==> src/rtl/accel_mmio_pkg.sv <==
// Shared register-map constants for the accelerator MMIO front end.
// Holds the register-select codes and the CTRL/STATUS bit positions.
package accel_mmio_pkg;

  localparam logic [1:0] REG_OPERAND = 2'b00;
  localparam logic [1:0] REG_CTRL    = 2'b01;
  localparam logic [1:0] REG_STATUS  = 2'b10;
  localparam logic [1:0] REG_RESULT  = 2'b11;

  localparam int CTRL_GO = 0;
  localparam int CTRL_IE = 1;

  localparam int ST_DONE = 0;
  localparam int ST_ERR  = 1;
  localparam int ST_BUSY = 2;
  localparam int ST_OVR  = 3;

endpackage

==> src/rtl/accel_mmio_chan.sv <==
// One accelerator channel: operand/IE registers, GO pulse, busy tracking,
// sticky DONE/ERR/OVR flags and result capture.
module accel_mmio_chan
  import accel_mmio_pkg::*;
#(
  parameter int DATA_W = 32,
  parameter int N_W    = 4
) (
  input  logic              clk,
  input  logic              rst,
  input  logic              wr_en,
  input  logic [1:0]        reg_sel,
  input  logic [N_W-1:0]    wd_operand,
  input  logic [1:0]        wd_ctrl,
  input  logic              status_rd,
  input  logic              acc_done,
  input  logic              acc_err,
  input  logic [DATA_W-1:0] acc_result,
  output logic [N_W-1:0]    operand,
  output logic              go,
  output logic              ie,
  output logic [3:0]        status,
  output logic [DATA_W-1:0] result
);

  logic done, err, busy, ovr;

  always_ff @(posedge clk) begin
    if (rst) begin
      operand <= '0;
      go      <= 1'b0;
      ie      <= 1'b0;
      done    <= 1'b0;
      err     <= 1'b0;
      busy    <= 1'b0;
      ovr     <= 1'b0;
      result  <= '0;
    end else begin
      go <= 1'b0;
      // Read-clear comes first so any set event below on the same edge wins.
      if (status_rd) begin
        done <= 1'b0;
        ovr  <= 1'b0;
      end
      if (wr_en && reg_sel == REG_OPERAND && !busy)
        operand <= wd_operand;
      if (wr_en && reg_sel == REG_CTRL) begin
        ie <= wd_ctrl[CTRL_IE];
        if (wd_ctrl[CTRL_GO]) begin
          if (!busy) begin
            go   <= 1'b1;
            busy <= 1'b1;
            done <= 1'b0;
            err  <= 1'b0;
            ovr  <= 1'b0;
          end else begin
            ovr <= 1'b1;
          end
        end
      end
      // Completion only counts while a job is outstanding.
      if (acc_done && busy) begin
        result <= acc_result;
        err    <= acc_err;
        done   <= 1'b1;
        busy   <= 1'b0;
      end
    end
  end

  always_comb begin
    status          = '0;
    status[ST_DONE] = done;
    status[ST_ERR]  = err;
    status[ST_BUSY] = busy;
    status[ST_OVR]  = ovr;
  end

endmodule

==> src/rtl/accel_mmio_ctrl.sv <==
// MMIO front end for NUM_CH accelerators: address decode, per-channel
// register files, registered read path and level interrupt.
module accel_mmio_ctrl
  import accel_mmio_pkg::*;
#(
  parameter int DATA_W  = 32,
  parameter int N_W     = 4,
  parameter int NUM_CH  = 2,
  parameter int CH_BITS = (NUM_CH > 1) ? $clog2(NUM_CH) : 1,
  parameter int ADDR_W  = CH_BITS + 2
) (
  input  logic                     clk,
  input  logic                     rst,
  input  logic [ADDR_W-1:0]        a,
  input  logic                     we,
  input  logic                     re,
  input  logic [DATA_W-1:0]        wd,
  output logic [DATA_W-1:0]        rd,
  output logic                     irq,
  output logic [NUM_CH*N_W-1:0]    acc_n,
  output logic [NUM_CH-1:0]        acc_go,
  input  logic [NUM_CH-1:0]        acc_done,
  input  logic [NUM_CH-1:0]        acc_err,
  input  logic [NUM_CH*DATA_W-1:0] acc_result
);

  logic [1:0]        reg_sel;
  logic [CH_BITS-1:0] ch;
  logic [N_W-1:0]    operand [NUM_CH];
  logic [3:0]        status  [NUM_CH];
  logic [DATA_W-1:0] result  [NUM_CH];
  logic [NUM_CH-1:0] ie;
  logic [NUM_CH-1:0] irq_src;
  logic [DATA_W-1:0] rd_next;
  logic              unused_wd;

  assign reg_sel   = a[1:0];
  assign ch        = a[ADDR_W-1:2];
  assign unused_wd = ^wd;

  for (genvar i = 0; i < NUM_CH; i++) begin : g_ch
    logic hit;
    assign hit = (ch == CH_BITS'(i));

    accel_mmio_chan #(
      .DATA_W(DATA_W),
      .N_W   (N_W)
    ) u_chan (
      .clk       (clk),
      .rst       (rst),
      .wr_en     (we && hit),
      .reg_sel   (reg_sel),
      .wd_operand(wd[N_W-1:0]),
      .wd_ctrl   (wd[1:0]),
      .status_rd (re && hit && reg_sel == REG_STATUS),
      .acc_done  (acc_done[i]),
      .acc_err   (acc_err[i]),
      .acc_result(acc_result[i*DATA_W +: DATA_W]),
      .operand   (operand[i]),
      .go        (acc_go[i]),
      .ie        (ie[i]),
      .status    (status[i]),
      .result    (result[i])
    );

    assign acc_n[i*N_W +: N_W] = operand[i];
    assign irq_src[i]          = status[i][ST_DONE] & ie[i];
  end

  // Unmatched channel indices fall through to zero.
  always_comb begin
    rd_next = '0;
    for (int i = 0; i < NUM_CH; i++) begin
      if (ch == CH_BITS'(i)) begin
        case (reg_sel)
          REG_OPERAND: rd_next = DATA_W'(operand[i]);
          REG_CTRL:    rd_next[CTRL_IE] = ie[i];
          REG_STATUS:  rd_next = DATA_W'(status[i]);
          default:     rd_next = result[i];
        endcase
      end
    end
  end

  // Read data and interrupt stage
  always_ff @(posedge clk) begin
    if (rst) begin
      rd  <= '0;
      irq <= 1'b0;
    end else begin
      if (re)
        rd <= rd_next;
      irq <= |irq_src;
    end
  end

endmodule

==> config.mk <==
export PLATFORM = sky130hd
export DESIGN_NAME = accel_mmio_ctrl
export DESIGN_NICKNAME = d
export VERILOG_FILES = /design/src/rtl/accel_mmio_pkg.sv /design/src/rtl/accel_mmio_chan.sv /design/src/rtl/accel_mmio_ctrl.sv
export SDC_FILE = /design/constraint.sdc
export NUM_CORES = 1
export LEC_CHECK = 0
export CORE_MARGIN = 2
export CORE_UTILIZATION = 30
export CTS_CLUSTER_SIZE = 40
export DETAILED_ROUTE_END_ITERATION = 8
export PLACE_DENSITY_LB_ADDON = 0.25
export SYNTH_ARGS = -nofsm -noshare
export SYNTH_HDL_FRONTEND = slang
export SYNTH_SLANG_ARGS = --single-unit
==> constraint.sdc <==
create_clock -name clk -period 4.41 [get_ports clk]
set_input_delay 1.1025 -clock clk [delete_from_list [all_inputs] [get_ports clk]]
set_output_delay 1.1025 -clock clk [all_outputs]
set_load 0.1 [all_outputs]
### After elaboration in Yosys (flattened, before gate mapping)

Index checks and enable logic that the tools add are counted.

| cells by class | value |
|---|---|
| eq/ne operators | 4 |
| mux-type cells | 36 |
| bitwise gates (word level) | 6 |
| reductions and logical operators | 30 |

Operator list:

| kind | count |
|---|---|
| case mux 30 bit (3 select lines) | 2 |
| 2-to-1 mux 32 bit | 2 |
| 2-to-1 mux 1 bit | 28 |
| logical AND 1 bit | 14 |
| case mux 1 bit (3 select lines) | 4 |
| nonzero test 2 bit | 4 |
| AND reduction 3 bit | 2 |
| OR reduction 2 bit | 3 |
| OR reduction 3 bit | 2 |
| != test 2 bit (second input constant) | 2 |
| inverter 1 bit | 4 |
| AND reduction 2 bit | 2 |
| bitwise AND 1 bit | 2 |
| equality test 2 x 1 -> 1 bit (second input constant) | 1 |
| equality test 2 bit (second input constant) | 1 |
| logical NOT 1 bit | 2 |
| logical NOT 2 bit | 1 |

| word-level totals | value |
|---|---|
| register bits | 117 |
| input port bits | 107 |
| output and inout port bits | 43 |
| word-level logic and storage cells | 94 |

### Depth between registers and ports, before layout

| depth | value |
|---|---|
| word-level depth | 8 |
| depth in mapped cells | 7 |
| gate-level depth less buffers | 4 |

### Hierarchy

From an unflattened synthesis, not the netlist that was laid out.

| second synthesis, totals | value |
|---|---|
| cell total of the unflattened synthesis | 416 |
| area total of the unflattened synthesis | 4549.4 µm² |

By module, submodules not included:

| module | instances | cells each | area an instance (µm²) | sequential area each (µm²) |
|---|---|---|---|---|
| accel_mmio_chan | 2 | 110 | 1376.3 | 840.8 |
| accel_mmio_ctrl | 1 | 196 | 1796.7 | 660.6 |

### Worst setup path after synthesis

No wires, ideal clock.

| path | value |
|---|---|
| path kind | input to register |
| start | input a[0] |
| end | register rd[1] |
| library setup time | 0.120 ns |
| arrival time | 2.024 ns |
| required time | 4.290 ns |
| path slack | 2.265 ns |
| stages on the path | 5 |
| path buffers | 1 |
| cell sequence | buf_6 mux2_4 or3_1 a41oi_2 nor3_1 |

| on the way | value |
|---|---|
| word-level cells in the longest chain between the ends | 4 |
| elaborated cells on any way between the ends | 7 |
| those cells by class | 2 x eq/ne; 4 x mux; 1 x reduce/logical |

Ends and longest elaborated chain:

| what | line | source |
|---|---|---|
| start: declaration | accel_mmio_ctrl.sv:14 | `input logic [ADDR_W-1:0] a,` |
| equality test 2 bit, or another cell as far along | accel_mmio_ctrl.sv:75 | `case (reg_sel)` |
| case mux 1 bit (3 select lines) | accel_mmio_ctrl.sv:75 |  |
| 2-to-1 mux 32 bit | accel_mmio_ctrl.sv:74 | `if (ch == CH_BITS'(i)) begin` |
| 2-to-1 mux 32 bit (*) | accel_mmio_ctrl.sv:74 |  |
| end signal: assignment | accel_mmio_ctrl.sv:92 | `rd <= rd_next;` |
| end: declaration | accel_mmio_ctrl.sv:18 | `output logic [DATA_W-1:0] rd,` |

Every way passes the cells marked *; elsewhere a longest branch is shown, timed or not.
A chain may end at the register's enable or synchronous reset.

### Final worst setup path

| path | value |
|---|---|
| start | register g_ch[0].u_chan.operand[2] |
| end | output acc_n[2] |

RTL lines:

| what | line | source |
|---|---|---|
| start: declaration | accel_mmio_chan.sv:19 | `output logic [N_W-1:0] operand,` |
| start signal: assignment | accel_mmio_chan.sv:46 | `operand <= wd_operand;` |
| end: declaration | accel_mmio_ctrl.sv:20 | `output logic [NUM_CH*N_W-1:0] acc_n,` |

No word-level cell between the ends.

==> results.json <==
{
  "clk_latency_ns": 0.41,
  "std_cell_rows": 45,
  "rrSetupSlack_ns": 2.49,
  "avgSynthCellArea_um2": 8.148,
  "ys_async_sr_fraction_pct": 0,
  "hold_buffers": 0,
  "n_antenna_cell": 0,
  "period_share_pct": 69.05,
  "slew_viol_final": 0,
  "drc": 0,
  "required_ns": 3.31,
  "ios": 150,
  "wl_per_cell_um": 14.96,
  "cts_resized": 0,
  "synth_edf_count": 0,
  "die_y_um": 128.6,
  "tightest_slew_ns": 1.168,
  "vias": 4207,
  "p_int_uw": 2131,
  "combPwrFrac_pct": 7.2,
  "grt_max_degree": 82,
  "ys_ff_latch": 117,
  "fin_nets": 783,
  "ir_worst_vdd_v": 0.0002619,
  "grt_pass1_vias": 4114,
  "swShare_pct": 22.01,
  "totalWireLength_um": 13120,
  "post_cts_buffers": 0,
  "io_buffer_count": 121,
  "syn_nets": 679,
  "grt_overflow": 0,
  "cpMaxStageDelayCell": "clkdlybuf4s50_1",
  "arrival_ns": 1.94,
  "hold_violations": 0,
  "ant_nets": 0,
  "dp.cells": 845,
  "critPathMaxStageDelay_ns": 1.16,
  "p_switching_uw": 601.4,
  "die_w_um": 128.6,
  "dp_hpwl_um": 8588,
  "yosys.cell_types.count": 29,
  "synth.largest_area_cell": "dfxtp_1",
  "power.share.clock_pct": 53.5,
  "outcome": "complete, no violations",
  "maxSlewHeadroom_pct": 22.05,
  "drt_iter0_drc": 261,
  "antenna_found_initial": 0,
  "rsz0062_at_grt": "no",
  "cp-end-kind": "output port",
  "fin_tns_setup_ns": 0,
  "ys_warn_count": 0,
  "maxCapViolCount": 0,
  "path_buf_inv": 1,
  "grt_pass1_wl_um": 20560,
  "crit_chain": "clkdlybuf4s50_1",
  "cts_made_buffers": 17,
  "yosys.area.top_type_share_pct": 50.26,
  "layout_min_cycle_time_ns": 3.045,
  "finalSetupViolCount": 0,
  "core_area_mm2": 0.01520,
  "hold_path_class": "flop to flop",
  "h-tree-depth": 4,
  "synthTopCellsByArea": "dfxtp_1 (50%), a21oi_1 (11%), nand2_1 (11%)",
  "synthCells": 572,
  "die_area_mm2": 0.01655,
  "clock_skew_ns": 0.006870,
  "cp-start-kind": "flop",
  "fillCellCount": 1529,
  "crit_path_max_fanout": 3,
  "fin_cells": 877,
  "yosysSeqAreaShare_pct": 50.26,
  "viasPerCell": 4.797,
  "cts_tree": "yes",
  "cts-root-buf": "clkbuf_16",
  "crit_family": "buffers and inverters",
  "path_class": "flop to output port",
  "synthFlopType": "dfxtp_1",
  "cts.clk_slew.worst_paths_ns": 0.05,
  "total_leakage_power_uw": 0.002425,
  "globalRouteTotalUtil_pct": 16.09,
  "final_layout_size_suffix_gt1_share_pct": 6.821,
  "initial_core_util_pct": 30.66,
  "firstDrtPassIters": 5,
  "fmax_ghz": 0.3284,
  "clk_path_buf_depth": 2,
  "synth_area_mm2": 0.004661,
  "gp_congestion": 0.7748,
  "timing.hold.ws_ns": 0.4512,
  "syn2layout_area_growth_pct": 41.34,
  "power_frac_seq_pct": 39.2,
  "totalPowerFinal_uw": 2732,
  "cts.sinks": 117,
  "power_density_mw_per_mm2": 414.8
}
-- power by group through the flow --
stage / sequential, uW / clock [uW] / combinational (uW)
floorplan: 1120 / 0 / 72.5
global placement: 1090 / 0 / 198
detailed placement: 1090 / 0 / 198
CTS: 1070 / 1490 / 199
global route: 1070 / 1550 / 210
finish: 1070 / 1460 / 198
-- synthesized netlist by cell type (2+ instances only) --
| cell | instances |
|---|---|
| a21oi_1 | 104 |
| mux2i_1 | 49 |
| o211a_1 | 3 |
| buf_2 | 15 |
| and2_1 | 2 |
| dfxtp_1 | 117 |
| nand4b_1 | 3 |
| buf_4 | 4 |
| nor3_1 | 8 |
| nor2_1 | 81 |
| nand2_1 | 138 |
| clkbuf_1 | 21 |
| or3_1 | 2 |
| buf_1 | 3 |
| nand3_1 | 3 |
| inv_1 | 4 |
| a211oi_1 | 3 |
-- worst register-to-register path: stages, from the launching register on --
cell and delay (ns):
dfxtp_1 0.46, and2_1 0.86, buf_4 0.32, nand2_1 0.08, a21oi_1 0.13
-- layout by cell type (no fill, tap or decap), types with 2 or more instances in the layout --
cell type        Yosys  layout
clkinv_4             0       2
a21oi_1            104     104
inv_1                4       4
clkdlybuf4s50_1      0     119
clkbuf_16            0      17
nor2_1              81      81
and2_1               2       2
clkinvlp_4           0       4
nand2_1            138     138
mux2i_1             49      49
dfxtp_1            117     117
bufinv_16            0       4
buf_4                4       9
nand4b_1             3       3
nand3_1              3       3
a211oi_1             3       3
clkbuf_8             0       2
o211a_1              3       3
or3_1                2       2
clkinv_2             0       2
nor3_1               8       8
-- logic make-up after synthesis --
kind of cell	Yosys count	share of synthesized area, %
simple gates	244	21.18
flops	117	50.26
compound gates	113	12.97
mux	50	10.85
buf+inv	48	4.752
-- routing by layer --
| metal | up-vias | global-route usage [%] | part of all wire (%) |
|---|---|---|---|
| li1 | 2096 | - | - |
| met1 | 1981 | 20.07 | 45 |
| met2 | 120 | 26.86 | 48 |
| met3 | 10 | 4.699 | 5.5 |
| met4 | 0 | 5.051 | 1.1 |
| met5 | - | 0 | 0 |
-- sequential cells by signal, summed over array words and instances (netlist names) --
name,count
g_ch.u_chan.ovr,2
g_ch.u_chan.ie,2
g_ch.u_chan.done,2
g_ch.u_chan.err,2
irq,1
g_ch.u_chan.go,2
rd,32
g_ch.u_chan.busy,2
g_ch.u_chan.result,64
g_ch.u_chan.operand,8
-- through the flow --
stage | worst slack, ns | utilization [%] | area (um2)
floorplan | 2.265 | - | 4661
global placement | 1.154 | 39.16 | 5953
detailed placement | 1.127 | 39.16 | 5953
CTS | 1.323 | 43.33 | 6588
global route | 1.302 | 43.33 | 6588
finish | 1.365 | 43.33 | 6588
-- final cells by class --
cell class / count / area, um2 / share of cell area, %
clock inverters: 12 / 177.7 / 2.697
inverters: 4 / 15.01 / 0.2279
repair buffers: 129 / 1264 / 19.18
flip-flops and latches: 117 / 2342 / 35.56
well taps: 188 / 235.2 / 3.571
multi-input cells: 407 / 2097 / 31.83
clock buffers: 20 / 456.7 / 6.933
-- path summary, 6_finish.rpt --
check / to / start / cells after the start
worst min-delay path: g_ch[1].u_chan.result[21] / g_ch[1].u_chan.result[21] / 2
worst max register to register: g_ch[0].u_chan.result[28] / g_ch[0].u_chan.busy / 4
worst max-delay path: acc_n[2] / g_ch[0].u_chan.operand[2] / 1
worst min register to register: g_ch[1].u_chan.result[21] / g_ch[1].u_chan.result[21] / 2
Power figures use the tool's default switching activity.
